**config.mk**
```make
export PLATFORM = sky130hd
export DESIGN_NAME = instr_stream_loader
export DESIGN_NICKNAME = d
export VERILOG_FILES = /design/src/rtl/instr_stream_loader.sv
export SDC_FILE = /design/constraint.sdc
export NUM_CORES = 1
export LEC_CHECK = 0
export CORE_MARGIN = 5
export CORE_UTILIZATION = 44
export DETAILED_ROUTE_END_ITERATION = 8
export MAX_ROUTING_LAYER = met4
export PLACE_DENSITY_LB_ADDON = 0.25
export RECOVER_POWER = 50
export SETUP_SLACK_MARGIN = 0.05
export SLEW_MARGIN = 10
export SYNTH_ARGS = -nofsm -noshare
export SYNTH_HDL_FRONTEND = slang
export SYNTH_SLANG_ARGS = --single-unit
```
**constraint.sdc**
```tcl
create_clock -name clk -period 4.8 [get_ports clk]
set_input_delay 0.72 -clock clk [delete_from_list [all_inputs] [get_ports clk]]
set_output_delay 0.72 -clock clk [all_outputs]
set_load 0.02 [all_outputs]
```
**src/rtl/instr_stream_loader.sv**
```systemverilog
// instr_stream_loader: packs a byte-serial WebAssembly stream into write
// windows of up to WINDOW bytes for the instruction memory controller.
// Each window is issued as one `we` pulse with the byte count minus one
// on write_pointer_shift_minusone.
// Optional feature: define INSTR_LOADER_MAGIC_CHECK_EN to check the first
// four bytes of each load against the "\0asm" magic (00 61 73 6d).
module instr_stream_loader #(
   parameter int unsigned WINDOW     = 4,
   parameter int unsigned LOG_WINDOW = 2,
   parameter int unsigned MAX_BYTES  = 256,
   parameter int unsigned CNT_W      = 9,
   parameter int unsigned TIMEOUT    = 16
) (
   input  logic                    clk,
   input  logic                    rst_n,
   input  logic                    start,
   input  logic [7:0]              s_data,
   input  logic                    s_valid,
   input  logic                    s_last,
   output logic                    s_ready,
   input  logic                    stall,
   output logic                    we,
   output logic [LOG_WINDOW-1:0]   write_pointer_shift_minusone,
   output logic [WINDOW*8-1:0]     wr_data,
   output logic                    load_done,
   output logic [CNT_W-1:0]        byte_count,
   output logic                    cap_err,
   output logic                    magic_err
);

   localparam int unsigned IW = (TIMEOUT > 2) ? $clog2(TIMEOUT) : 1;
   localparam logic [LOG_WINDOW:0] WIN_C    = (LOG_WINDOW+1)'(WINDOW);
   localparam logic [CNT_W-1:0]    MAX_C    = CNT_W'(MAX_BYTES);
   localparam logic [IW-1:0]       IDLE_LIM = IW'(TIMEOUT - 2);

   typedef enum logic [1:0] {IDLE, FILL, EMIT, DONE} state_t;

   state_t               state, state_nx;
   logic [LOG_WINDOW:0]  fill_cnt, fill_inc;
   logic [CNT_W-1:0]     count_inc;
   logic [IW-1:0]        idle_cnt;
   logic [WINDOW*8-1:0]  lanes;
   logic                 last_seen;
   logic                 hs, cap_hit, win_done, idle_flush, magic_bad;

   assign hs        = s_valid && (state == FILL);
   assign fill_inc  = fill_cnt + 1'b1;
   assign count_inc = byte_count + 1'b1;
   assign cap_hit   = hs && !s_last && (count_inc == MAX_C);
   assign win_done  = hs && ((fill_inc == WIN_C) || s_last || cap_hit);
   // idle_cnt reaches TIMEOUT-1 on this edge, so the flush is taken here
   assign idle_flush = (state == FILL) && !hs && (fill_cnt != '0) && (idle_cnt == IDLE_LIM);

`ifdef INSTR_LOADER_MAGIC_CHECK_EN
   logic [7:0] magic_byte;

   // expected magic byte for the current position in the load
   always_comb begin
      magic_byte = 8'h00;
      case (byte_count[1:0])
         2'd0:    magic_byte = 8'h00;
         2'd1:    magic_byte = 8'h61;
         2'd2:    magic_byte = 8'h73;
         default: magic_byte = 8'h6d;
      endcase
   end

   assign magic_bad = hs && (byte_count < CNT_W'(4)) && (s_data != magic_byte);
`else
   assign magic_bad = 1'b0;
`endif

   // state register
   always_ff @(posedge clk or negedge rst_n) begin
      if (!rst_n) state <= IDLE;
      else        state <= state_nx;
   end

   // next-state and handshake/strobe outputs
   always_comb begin
      state_nx  = state;
      s_ready   = 1'b0;
      we        = 1'b0;
      load_done = 1'b0;
      write_pointer_shift_minusone = '0;
      case (state)
         IDLE: begin
            if (start) state_nx = FILL;
         end
         FILL: begin
            s_ready = 1'b1;
            if (magic_bad)                  state_nx = DONE;
            else if (win_done || idle_flush) state_nx = EMIT;
         end
         EMIT: begin
            we = !stall;
            write_pointer_shift_minusone = fill_cnt[LOG_WINDOW-1:0] - 1'b1;
            if (!stall) state_nx = last_seen ? DONE : FILL;
         end
         DONE: begin
            load_done = 1'b1;
            if (start) state_nx = FILL;
         end
         default: state_nx = IDLE;
      endcase
   end

   assign wr_data = lanes;

   // window lanes, counters and sticky error flags
   always_ff @(posedge clk or negedge rst_n) begin
      if (!rst_n) begin
         fill_cnt   <= '0;
         byte_count <= '0;
         idle_cnt   <= '0;
         lanes      <= '0;
         last_seen  <= 1'b0;
         cap_err    <= 1'b0;
         magic_err  <= 1'b0;
      end else begin
         case (state)
            IDLE, DONE: begin
               if (start) begin
                  fill_cnt   <= '0;
                  byte_count <= '0;
                  idle_cnt   <= '0;
                  lanes      <= '0;
                  last_seen  <= 1'b0;
                  cap_err    <= 1'b0;
                  magic_err  <= 1'b0;
               end
            end
            FILL: begin
               if (magic_bad) begin
                  magic_err <= 1'b1;
                  fill_cnt  <= '0;
                  lanes     <= '0;
                  idle_cnt  <= '0;
               end else if (hs) begin
                  for (int unsigned j = 0; j < WINDOW; j++) begin
                     if (fill_cnt == (LOG_WINDOW+1)'(j)) lanes[j*8 +: 8] <= s_data;
                  end
                  fill_cnt <= fill_inc;
                  if (byte_count < MAX_C) byte_count <= count_inc;
                  idle_cnt <= '0;
                  if (s_last || cap_hit) last_seen <= 1'b1;
                  if (cap_hit)           cap_err   <= 1'b1;
               end else if (fill_cnt != '0) begin
                  idle_cnt <= idle_flush ? '0 : idle_cnt + 1'b1;
               end
            end
            EMIT: begin
               if (!stall) begin
                  fill_cnt <= '0;
                  lanes    <= '0;
                  idle_cnt <= '0;
               end
            end
            default: ;
         endcase
      end
   end

endmodule

```
======== Word level (Yosys, flattened, before mapping) ========
Cells that the tools add are included.
operators by class
  add/subtract/negate cells ............... 4
  $mul .................................... 0
  div/mod/pow operators ................... 0
  magnitude comparators ................... 1
  equality and inequality tests ........... 21
  shift operators ......................... 0
  muxes and demuxes ....................... 38
  bitwise logic cells ..................... 0
  reduce and logical (&&, ||, !) cells .... 29
operator list
  cell                                                             number
  32-bit 2-to-1 mux                                                3
  32-bit case mux with 3 select lines                              1
  8-bit 2-to-1 mux                                                 4
  4-bit AND reduction                                              7
  9-bit 2-to-1 mux                                                 3
  4-bit 2-to-1 mux                                                 5
  9-bit case mux with 2 select lines                               1
  2-bit by 1-bit != test with 1-bit output, second input constant  8
  4-bit case mux with 3 select lines                               1
  2-bit 2-to-1 mux                                                 5
  9-bit by 1-bit adder with 9-bit output, second input constant    1
  9-bit == test, second input constant                             1
  9-bit less-than comparator, second input constant                1
  3-bit 2-to-1 mux                                                 3
  3-bit case mux with 3 select lines                               1
  3-bit AND reduction                                              3
  1-bit 2-to-1 mux                                                 8
  1-bit logical AND                                                7
  3-bit by 2-bit == test with 1-bit output, second input constant  2
  2-bit != test, second input constant                             3
  2-bit case mux with 3 select lines                               1
  4-bit by 1-bit adder with 4-bit output, second input constant    1
  2-bit == test, second input constant                             2
  4-bit == test, second input constant                             1
  14 further kinds                                                 20
word-level totals
  flip-flop bits (word level) ............. 52
  bits in latches ......................... 0
  memory bits (writable) .................. 0
  bits in read-only memories .............. 0
  bits of input ports ..................... 14
  output and inout port bits .............. 48
  logic and storage cells ................. 103
  memories kept ........................... 0

======== Longest topological paths before layout ========
Gate-level depths: netlist of the first run.
  depth after elaboration ................. 10
  depth in mapped cells ................... 9
  mapped depth without buffers ............ 8

======== Worst setup path after synthesis of the first run ========
OpenSTA, ideal clock, no wires.
  path type ............................... reg2reg
  start point ............................. register state[0]
  end point ............................... register lanes[0] (netlist: wr_data[0])
  library setup time ...................... 0.125 ns
  arrival ................................. 1.846 ns
  data required time ...................... 4.675 ns
  path slack .............................. 2.829 ns
  cell stages (with the launch flop) ...... 8
  buffers on the path ..................... 1
  clock period less this slack ............ 1.971 ns
  cell sequence ........................... dfrtp_1 -> inv_1 -> ha_1 -> nor2b_4 -> a21o_1 -> buf_6 -> a21oi_4 -> mux2_4
between the ends
  cells in the longest elaborated chain, start to end .. 4
  elaborated cells between the ends (all ways) .. 12
  those cells by class .................... 7 x eq/ne; 1 x mux; 4 x reduce/logical
ends and longest elaborated chain
  element                                                                                     RTL line  RTL
  start, declared                                                                             38        state_t state, state_nx;
  start signal, assigned                                                                      76        else state <= state_nx;
  2-bit == test (tied with other cells)                                                       121       case (state)
  2-bit OR reduction (no source line) or 1-bit logical AND (tied branches)                    -
  2-bit by 1-bit != test with 1-bit output (no source line) or 2-bit != test (tied branches)  -
  4-bit AND reduction (no source line)                                                        -
  end signal, assigned by index                                                               141       if (fill_cnt == (LOG_WINDOW+1)'(j)) lanes[j*8 +: 8] <= s_data;
  end, declared                                                                               42        logic [WINDOW*8-1:0] lanes;
Several ways; a longest one is shown, not always the timed one.
A chain may end at the register's enable or synchronous reset.

======== Final worst setup path of the first run ========
  start point ............................. register state[1]
  end point ............................... register byte_count[6]
between the ends
  cells in the longest elaborated chain, start to end .. 4
  elaborated cells between the ends (all ways) .. 11
  those cells by class .................... 5 x eq/ne; 1 x mux; 5 x reduce/logical
ends and longest elaborated chain
  element                                                                            RTL line  RTL
  2-bit == test (tied with other cells)                                              121
  2-bit OR reduction (no source line) or 1-bit logical AND (tied branches)           -
  2-bit by 1-bit != test with 1-bit output (no source line) (tied with other cells)  -
  4-bit AND reduction (no source line)                                               -
  end signal, assigned                                                               144       if (byte_count < MAX_C) byte_count <= count_inc;
  end, declared                                                                      26        output logic [CNT_W-1:0] byte_count,
Several ways; a longest one is shown, not always the timed one.

==> impl_metrics.yaml, run 1 <==
clock_network:
  cts-htree-levels: 2
  clockRootBuffer: "clkbuf_8"
  cts_resized: 0
  clockBufferDepth: 2
  cts_tree: "yes"
  clk_latency_ns: 0.31
  numCtsBuffers: 5
  clkTransAtPathRegs_ns: 0.10
  post-cts-setup-buffers: 0
  postCtsHoldBufs: 0
  cts_sinks: 52
worst_setup_path:
  cpPeakStageDelay_ns: 0.99
  worstPathRequired_ns: 5.01
  crit_chain: "inv_1 -> ha_1 -> clkbuf_1 -> nor2_1 -> nor4_4 -> nand2_2 -> o41ai_2"
  worstPathArrival_ns: 3.34
  critPathSlowestCell: "clkbuf_1"
  cp_top_family: "buffers and inverters"
  critPathKind: "flop to flop"
  path_max_fanout: 25
  cp-end-kind: "flop"
  start_kind: "flop"
  crit_buf_inv: 2
route:
  drc: 0
  wl_um: 5733
  drtIter0Drc: 48
  wl_per_cell_um: 15.71
  via_per_inst: 5.189
  ant_nets: 0
  vias: 1894
  firstDrtPassIters: 4
min_path:
  hold_class: "flop to flop"
timing:
  worst_pin_slew_ns: 2.821
  finalHoldViolCount: 0
  rsz0062_at_grt: "no"
  setup_ws_ns: 1.669
  setup_viol: 0
  maxSlewHeadroom_pct: -88.05
  min_period_ns: 3.131
  whs_ns: 0.5018
  fmax_mhz: 319.4
  slew_violations: 53
  fin_tns_setup_ns: 0
  min_period_over_period_pct: 65.23
  skew_ns: 0.01148
synth:
  yosys_warnings: 0
  synth_area_leaders: "dfrtp_1 (48%), mux2_4 (8.8%), mux2_2 (6.6%)"
  synth_cells: 227
  synth_compound_area_share_pct: 10.13
  syn-cell-area_um2: 2730
  synthSimpleGateAreaFrac_pct: 14.80
  synthAdderAreaFrac_pct: 5.958
  synth_mux_area_share_pct: 16.50
  synth_top_family_by_area: "multiplexers"
  synthesis.nets: 254
  ys_async_sr_fraction_pct: 100.0
  synth_ff_type: "dfrtp_1"
  avgSynthCellArea_um2: 12.03
  synth_top_area_cell: "dfrtp_1"
  synth-seq-area-share_pct: 47.66
  synth_cell_types: 48
  synth_seq_cells: 52
  synthXorXnorAreaFrac_pct: 2.246
  synth-edff-count: 0
  synth_top_area_share_pct: 47.66
pwr:
  power_density_nw_per_um2: 590.9
  ir_drop_mv: 0.5069
  leakage_nw: 1.614
  power_mw: 2.054
grt:
  antenna_found_initial: 0
  grt_overflow: 0
  grt_first_pass_wirelength_um: 9501
  grt_max_degree: 53
  grt_pass1_vias: 1936
  grt.total_usage_pct: 15.93
run_status:
  violations: "max-capacitance violations, max-slew violations"
  outcome: "finished with violations"
finish:
  diodes: 0
  fin_util_pct: 58.02
  drive_gt1_share_pct: 19.31
  final_cells: 365
  fin_area_um2: 3476
  nets: 316
  syn2layout_area_growth_pct: 27.31
floorplan:
  core-area_um2: 5991
  io_pins: 62
  die-height_um: 88.77
  rows: 28
  die_x_um: 88.77
  start_util_pct: 45.57
  die_area_um2: 7880
place:
  placedCellCount: 357
  numPortBuffers: 60
  place.gp.congestion: 0.8057
  post-place-ws_ns: 2.079
  dpl.hpwl_um: 4141
  placed_area_um2: 3387
job:
  drv_cap: 1
-- worst register-to-register path, stage by stage (launching register included) --
cell      delay (ns)
dfrtp_1         0.42
inv_1           0.11
ha_1            0.17
clkbuf_1        0.99
nor2_1          0.28
nor4_4          0.48
nand2_2         0.20
o41ai_2         0.40
-- worst paths after layout --
kind / startpoint / end / slack [ns] / cells after the start
setup / recovery: state[1]$_DFFE_PN0P_ / byte_count[6]$_DFFE_PN0P_ / 1.67 / 7
hold / removal: cap_err$_DFFE_PN0P_ / cap_err$_DFFE_PN0P_ / 0.50 / 1
setup reg to reg: state[1]$_DFFE_PN0P_ / byte_count[6]$_DFFE_PN0P_ / 1.67 / 7
hold reg to reg: cap_err$_DFFE_PN0P_ / cap_err$_DFFE_PN0P_ / 0.50 / 1
max in group asynchronous: rst_n / wr_data[19]$_DFFE_PN0P_ / 1.81 / 2
min in group asynchronous: rst_n / wr_data[2]$_DFFE_PN0P_ / 1.40 / 2
-- report_power, final --
part	leakage [nW]	internal, mW	total (mW)	switching [mW]
combinational	0.874	0.544	1.16	0.616
sequential	0.693	0.555	0.632	0.0776
clock	0.0463	0.107	0.262	0.154
total	1.61	1.21	2.05	0.848
-- cells in the final DEF, fill, tap and decap left out, types with 4 or more instances in the layout --
master | netlist | final
clkdlybuf4s50_1 | 0 | 37
dfrtp_1 | 52 | 52
nor2_1 | 16 | 16
nor2b_1 | 5 | 5
inv_1 | 6 | 6
nand2_1 | 16 | 16
dlygate4sd3_1 | 0 | 22
nand3_1 | 5 | 5
mux2_4 | 16 | 16
and2_1 | 8 | 8
clkbuf_8 | 0 | 5
o21ai_0 | 10 | 10
ha_1 | 13 | 13
mux2_2 | 16 | 16
xor2_1 | 4 | 4
-- metal layers --
| layer | GRT usage, % | wire [µm] | part of all wire, % |
|---|---|---|---|
| met1 | 21.60 | 2862 | 50 |
| met2 | 23.82 | 2524 | 44 |
| met3 | 3.724 | 310 | 5.4 |
| met4 | 4.533 | 34 | 0.59 |
| met5 | - | 0 | 0 |
-- cell usage after synthesis, drive strengths merged, types with 2 or more instances --
cell type,number
a32o,2
nor3,3
nor2b,7
a22o,3
o21ai,13
nand2b,3
ha,13
inv,6
nand3,6
and2,8
nand4,2
nor2,16
dfrtp,52
or3,2
mux2,32
a21o,3
o22ai,2
o31ai,2
mux2i,3
buf,6
nor4,3
nand2,17
xor2,4
xnor2,3
a21oi,6
-- flip-flops by register name, summed over array words and instances (netlist names) --
signal and cells:
wr_data 32, byte_count 9, idle_cnt 4, fill_cnt 3, state 2, cap_err 1
last_seen 1
-- cells by family (layout without fill, tap and decap cells) --
| logic type | after synthesis | in the layout |
|---|---|---|
| AO/OA/AOI/OAI | 35 | 35 |
| XOR/XNOR | 7 | 7 |
| adder cells (fa/ha/maj) | 13 | 13 |
| buffers and inverters | 13 | 76 |
| flip-flops | 52 | 52 |
| multiplexers | 35 | 35 |
| other | 1 | 1 |
| AND/OR/NAND/NOR | 71 | 71 |
-- layout make-up --
class                      instances  area [µm²]
clock inverter                     3       27.53
multi-input combinational        162        1359
clock buffer                       5       68.82
tap                               75       93.84
inverter                           6       22.52
sequential                        52        1301
fill                             511        2515
timing repair buffer              62       603.1
(Power assumes the default switching activity.)
==> inputs of run 2 (changes only) <==
==> constraint.sdc (replaced) <==
create_clock -name clk -period 2.9 [get_ports clk]
set_input_delay 0.435 -clock clk [delete_from_list [all_inputs] [get_ports clk]]
set_output_delay 0.435 -clock clk [all_outputs]
set_load 0.02 [all_outputs]
==> run 2 against run 1 <==
  * The run now ends clean
  * Register-to-register slack got worse by 1.2 ns
  * Sequential power rose by 66%
  * Sequential cell count did not move
  * Critical path depth fell by 1
==> impl_metrics.yaml, run 2 (synthesis results as in run 1) <==
run_status:
  outcome: "complete, no violations"
job:
  drv_cap: 0
timing:
  min_period_ns: 2.425
  setup_viol: 0
  fmax_mhz: 412.3
  fin_tns_setup_ns: 0
  skew_ns: 0.005864
  worst_pin_slew_ns: 1.016
  min_period_over_period_pct: 83.63
  finalHoldViolCount: 0
  maxSlewHeadroom_pct: 32.28
  slew_violations: 0
  rsz0062_at_grt: "no"
finish:
  syn2layout_area_growth_pct: 28.09
  fillCellCount: 511
  fin_util_pct: 58.38
  nets: 318
  final_common_cell: "dfrtp_1"
  diodes: 0
  largest_register_ff_count: 32
  final_cell_mix: "dfrtp_1 (52), clkdlybuf4s50_1 (36), dlygate4sd3_1 (24)"
  drive_gt1_share_pct: 19.86
route:
  wl_um: 5809
  vias: 1902
  drc: 0
  drtIter0Drc: 39
  ant_nets: 0
  via_per_inst: 5.183
  firstDrtPassIters: 4
  wl_per_cell_um: 15.83
place:
  numPortBuffers: 60
  dpl.hpwl_um: 4345
  place.gp.congestion: 0.8022
worst_setup_path:
  worstPathRequired_ns: 3.09
  crit_buf_inv: 1
  crit_chain: "inv_1 -> ha_1 -> nor2b_4 -> a21o_1 -> a21o_1 -> mux2_2"
  start_kind: "flop"
  critPathKind: "flop to flop"
  cp_top_family: "compound AO/OA/AOI/OAI gates"
  crit_top_cell: "a21o_1"
  cpPeakStageDelay_ns: 0.48
  critPathSlowestCell: "a21o_1"
  path_max_fanout: 13
  worstPathArrival_ns: 2.62
  cp-end-kind: "flop"
pwr:
  ir_drop_mv: 0.5443
  power_density_nw_per_um2: 976.9
  leakage_nw: 1.630
  netSwitchingPower_mw: 1.405
  pwr-share-seq_pct: 30.7
  clock_power_share_pct: 12.6
  swShare_pct: 41.11
  pwr-share-comb_pct: 56.7
  p_int_mw: 2.012
floorplan:
  die_x_um: 88.77
  die-height_um: 88.77
  die_area_um2: 7880
  rows: 28
  io_pins: 62
  start_util_pct: 45.57
  core-area_um2: 5991
grt:
  grt_overflow: 0
  grt_pass1_vias: 1957
  grt.total_usage_pct: 16.24
  grt_max_degree: 42
  antenna_found_initial: 0
  grt_first_pass_wirelength_um: 9715
clock_network:
  cts_resized: 0
  clkTransAtPathRegs_ns: 0.10
  clockRootBuffer: "clkbuf_8"
  cts_tree: "yes"
  clk_latency_ns: 0.30
  cts_sinks: 52
  clockBufferDepth: 2
  cts-htree-levels: 2
  numCtsBuffers: 5
min_path:
  hold_class: "flop to flop"
## run 2: changes by cell type in the layout (fill, tap and decap cells not counted)
cell             change
clkdlybuf4s50_1      -1
clkbuf_2             +1
buf_4                +2
clkbuf_1             -1
buf_2                -1
dlygate4sd3_1        +2
## run 2: repair_timing
item,4_1_cts,5_1_grt
setup endpoints to repair,0,0
hold buffers,1,0
endpoints found under the hold margin,11,0
buffers inserted,0,0
## run 2: cell type report
class / instances / area, µm² / area share [%]
Clock inverter: 3 / 27.53 / 0.7871
Sequential cell: 52 / 1301 / 37.21
Inverter: 6 / 22.52 / 0.6440
Tap cell: 75 / 93.84 / 2.683
Multi-Input combinational cell: 162 / 1359 / 38.86
Clock buffer: 5 / 68.82 / 1.968
Timing Repair Buffer: 64 / 624.3 / 17.85
## run 2: per-layer routing
| layer | vias to the layer above | GRT usage [%] | routed length [µm] |
|---|---|---|---|
| li1 | 924 | - | - |
| met1 | 914 | 21.93 | 2793 |
| met2 | 59 | 25.44 | 2633 |
| met3 | 5 | 3.259 | 342 |
| met4 | 0 | 3.297 | 40 |
| met5 | - | - | 0 |
## run 2: final timing paths
check | start | to | slack, ns | cells past startpoint
setup / recovery | state[0]$_DFFE_PN0P_ | wr_data[29]$_DFFE_PN0P_ | 0.47 | 6
hold / removal | cap_err$_DFFE_PN0P_ | cap_err$_DFFE_PN0P_ | 0.50 | 1
setup reg to reg | state[0]$_DFFE_PN0P_ | wr_data[29]$_DFFE_PN0P_ | 0.47 | 6
hold reg to reg | cap_err$_DFFE_PN0P_ | cap_err$_DFFE_PN0P_ | 0.50 | 1
max in group asynchronous | rst_n | byte_count[0]$_DFFE_PN0P_ | 0.79 | 3
min in group asynchronous | rst_n | fill_cnt[0]$_DFFE_PN0P_ | 0.68 | 2
## run 2: metrics by stage
stage / hold WS (ns) / setup WS, ns / instances / power [mW] / area [µm²]
after floorplan: 0.1394 / 0.9287 / 227 / 2.441 / 2730
after global placement: 0.3250 / 0.5048 / 358 / 3.021 / 3395
after detailed placement: 0.3392 / 0.4453 / 358 / 3.058 / 3395
after CTS: 0.5149 / 0.4678 / 367 / 3.506 / 3501
after global routing: 0.5262 / 0.3147 / 367 / 3.666 / 3497
final: 0.5016 / 0.4747 / 367 / 3.416 / 3497
## run 2: power groups by stage
stage | sequential [mW] | clock, mW | combinational (mW)
final | 1.05 | 0.430 | 1.94
after global routing | 1.07 | 0.484 | 2.11
after CTS | 1.06 | 0.453 | 2.00
after detailed placement | 1.07 | 0 | 1.99
after global placement | 1.06 | 0 | 1.96
after floorplan | 1.21 | 0 | 1.23
